$ cat config.mk
export PLATFORM = sky130hd
export DESIGN_NAME = gray_async_counter_flat
export DESIGN_NICKNAME = d
export VERILOG_FILES = /design/src/rtl/gray_async_counter_if.sv /design/src/rtl/gray_async_counter.sv /design/src/flat_wrapper.sv
export SDC_FILE = /design/constraint.sdc
export NUM_CORES = 1
export LEC_CHECK = 0
export CELL_PAD_IN_SITES_DETAIL_PLACEMENT = 0
export CELL_PAD_IN_SITES_GLOBAL_PLACEMENT = 2
export CORE_AREA = 2 2 39 41
export DETAILED_ROUTE_END_ITERATION = 10
export DIE_AREA = 0 0 41 43
export PLACE_DENSITY = 0.68
export SLEW_MARGIN = 20
export SYNTH_ARGS = -nofsm -noshare
export SYNTH_HDL_FRONTEND = slang
export SYNTH_SLANG_ARGS = --single-unit
$ cat constraint.sdc
create_clock -name clk -period 1.52 [get_ports clk]
set_clock_uncertainty 0.1 [all_clocks]
set_input_delay 0.304 -clock clk [delete_from_list [all_inputs] [get_ports clk]]
set_output_delay 0.304 -clock clk [all_outputs]
set_load 0.005 [all_outputs]
$ cat src/rtl/gray_async_counter_if.sv
// gray_async_counter_if: count outputs of the Gray counter (Gray code, binary value, terminal flag).
interface gray_async_counter_if #(
    parameter int DATA_WID = 4
);
    logic [DATA_WID-1:0] Count;
    logic [DATA_WID-1:0] Bin_Count;
    logic                Terminal;

    modport master (output Count, Bin_Count, Terminal);
    modport slave  (input  Count, Bin_Count, Terminal);
endinterface

$ cat src/rtl/gray_async_counter.sv
// gray_async_counter: free-running up-counter with a registered Gray output, binary shadow and terminal flag.
module gray_async_counter #(
    parameter int DATA_WID = 4
) (
    input  logic                   clk,
    input  logic                   n_reset,
    gray_async_counter_if.master   bus
);
    logic [DATA_WID-1:0] next_bin;

    assign next_bin = bus.Bin_Count + DATA_WID'(1);

    // Gray and terminal are encoded from next_bin so every output is a plain flop (glitch-free for CDC).
    always_ff @(posedge clk or negedge n_reset) begin
        if (!n_reset) begin
            bus.Bin_Count <= '0;
            bus.Count     <= '0;
            bus.Terminal  <= 1'b0;
        end else begin
            bus.Bin_Count <= next_bin;
            bus.Count     <= next_bin ^ (next_bin >> 1);
            bus.Terminal  <= &next_bin;
        end
    end
endmodule

$ cat src/flat_wrapper.sv
// flat-port wrapper written by rule: the top's interface ports become plain ports
module gray_async_counter_flat 
#(
    parameter int DATA_WID = 4
)
  (clk, n_reset, bus_Count, bus_Bin_Count, bus_Terminal);
  gray_async_counter_if #(.DATA_WID(DATA_WID)) bus_i ();
  input  logic clk;
  input  logic n_reset;
  output wire logic [$bits(bus_i.Count)-1:0] bus_Count;
  output wire logic [$bits(bus_i.Bin_Count)-1:0] bus_Bin_Count;
  output wire logic [$bits(bus_i.Terminal)-1:0] bus_Terminal;
  assign bus_Count = bus_i.Count;
  assign bus_Bin_Count = bus_i.Bin_Count;
  assign bus_Terminal = bus_i.Terminal;
  gray_async_counter #(.DATA_WID(DATA_WID)) u_core (.clk(clk), .n_reset(n_reset), .bus(bus_i));
endmodule
==> metrics <==
outcome=completed; Min Clock Period, post-route=1.46 ns; max cap viols=0; netlist area before placement=299 um2; Syn Nets=25; Seq cells post-synth=8; nets=43; via count=193; Layout area overhead=60.3%; dpl ws=0.0953 ns; Inst Count DP=45; syn_area_per_cell=15.0 um2; wire per inst=10.4 um; detailed-route wire length=543 um; # hold bufs at CTS=0; period utilisation layout=approximately 96%; GRT Total Usage=8.25%; Die Area=1760 um2; Critical Path Max Stage Delay=0.49 ns; Post-DP Area=412 um2; gpl congestion=around 0.76; Async SR Flop Fraction=100%; fraction of layout cells with a size suffix above 1=25.0%; number of core rows=14; Antenna Nets Post-Route=0; Leak Pwr=0.276 nW; GRT overflow=0; CP Cell Sequence=clkdlybuf4s50_1; Die X=41 um; Seq/Total Area, Yosys=~67%; crit end category=primary output; post-route cell area=479 um2; drt first pass iters=2; Hold Vio Cnt, Final=0; largest net degree at the start of global routing=9; I/O pins=11; CP max-delay cell=clkdlybuf4s50_1; Synth area leaders=dfrtp_1 (67%), ha_1 (13%), xnor2_1 (5.9%); worst slew pin tran=about 0.34 ns; count leader, synth=dfrtp_1; initial antenna violation count=0; TritonCTS clock tree=built; CP top delay family=buffers and inverters; PnR worst setup slack=0.0551 ns; commonest cells in the synthesized netlist=dfrtp_1 (8), ha_1 (3), inv_1 (2), xnor2_1 (2), xor2_1 (2); setup TNS=0 ns; Most used DFF post-synth=dfrtp_1; Cell Pwr Density=800 nW/um2; input/output buffers=10; Root Driver=clkbuf_4; Startpoint Class=flip-flop; count of pins over their slew limit=0; vias in the first global route=212; maximum vdd drop=between 200 and 250 uV; CP Buf/Inv Count=1; Vias/cell=approximately 3.7; Synth area leader=dfrtp_1; Max Clock Freq=683 MHz; Starting Density=roughly 22%; Hold Path Class=in2async; crit-path max FO=1; Worst EP required=1.12 ns; endpoints failing setup=0; crit path kind=reg2out; setup repair after global routing missed its margin=no; CTS buffer count=3; EDFF count, synth=0; WP data arrival=1.06 ns; post-route insts no fill=52; Worst-Skew Late Latency=roughly 0.25 ns; dpl hpwl=339 um; core area=1380 um2; synth unique cells=8; first-pass GRT wire length=897 um; max-slew headroom at the worst pin=77.1%; drt drc=0; Clock Tree Buf Depth=2; Ant. Diodes=0; die height=43 um; Detailed Route Iter0 Violations=1; H-tree depth=1; Worst-path clk slew=0.06 ns; Synth top area share=between 60 and 70%; synthesized instance count=20; Synthesis Warnings=0; CTS Sinks=8
[power by group]
part	internal, W	switching, W	leakage, nW	total (W)
Combinational	0.00000228	0.00000373	0.160	0.00000601
Sequential	0.000213	0	0.103	0.000213
Clock	0.0000905	0.0000737	0.0138	0.000164
[per-layer routing]
metal,track usage (%),wire length (um),vias to the layer above,part of all wire (%)
met5,0,0,-,0
met4,8.00,6,0,1.1
met3,4.71,52,2,9.6
met2,9.38,234,11,43
met1,10.1,250,89,46
li1,-,-,91,-
[flip-flops by register name (all words and copies together) (netlist names)]
name / flops
u_core.bus.Terminal: 1
u_core.bus.Bin_Count: 4
u_core.bus.Count: 3
[layout by cell type (no fill, tap or decap)]
cell,n
buf_4,4
ha_1,2
ha_2,1
and2_1,1
clkbuf_4,3
dlymetal6s2s_1,3
nand3_1,1
inv_1,2
dfrtp_1,8
dlygate4sd2_1,2
xor2_1,1
xor2_2,1
xnor2_1,2
clkdlybuf4s50_1,5
[what timing repair did]
item                                    in CTS  in global routing
endpoints found under the setup margin       5                  5
gates resized for setup                      2                  5
buffers inserted                             4                  0
[cell families (layout without fill, tap and decap cells)]
kind of cell  count (synthesis)  count (layout)  share of synthesized area (%)
buf+inv                       3              19                           5.02
flops                         8               8                           66.9
simple gates                  2               2                           3.77
xor+xnor                      4               4                           11.7
fa+ha+maj                     3               3                           12.6
[cell type report]
class / count / area, um2
Sequential cell: 8 / 200
Inverter: 2 / 7.51
Multi-Input combinational cell: 9 / 93.8
Clock buffer: 3 / 22.5
Tap cell: 16 / 20.0
Timing Repair Buffer: 14 / 135
Fill cell: 145 / 905
[final timing paths]
check	end	slack, ns	startpoint	cells after the start
worst max-delay path	bus_Count[0]	0.06	u_core.bus.Count[0]	1
worst min-delay path	u_core.bus.Count[1]	0.22	n_reset	1
worst max register to register	u_core.bus.Terminal	0.09	u_core.bus.Bin_Count[0]	5
worst min register to register	u_core.bus.Bin_Count[0]	0.48	u_core.bus.Bin_Count[0]	2
max in group asynchronous	u_core.bus.Bin_Count[2]	0.85	n_reset	1
min in group clk	u_core.bus.Bin_Count[0]	0.48	u_core.bus.Bin_Count[0]	2
[metrics by stage]
step                      hold slack (ns)  util (%)  power [W]
final                               0.217      34.6   0.000383
after detailed placement            0.434      29.7   0.000223
after CTS                           0.230      33.4   0.000387
after global placement              0.418      29.7   0.000223
after global routing                0.235      34.6   0.000404
after floorplan                   -0.0916         -   0.000217
No activity file was read; power rests on OpenSTA's default activity.
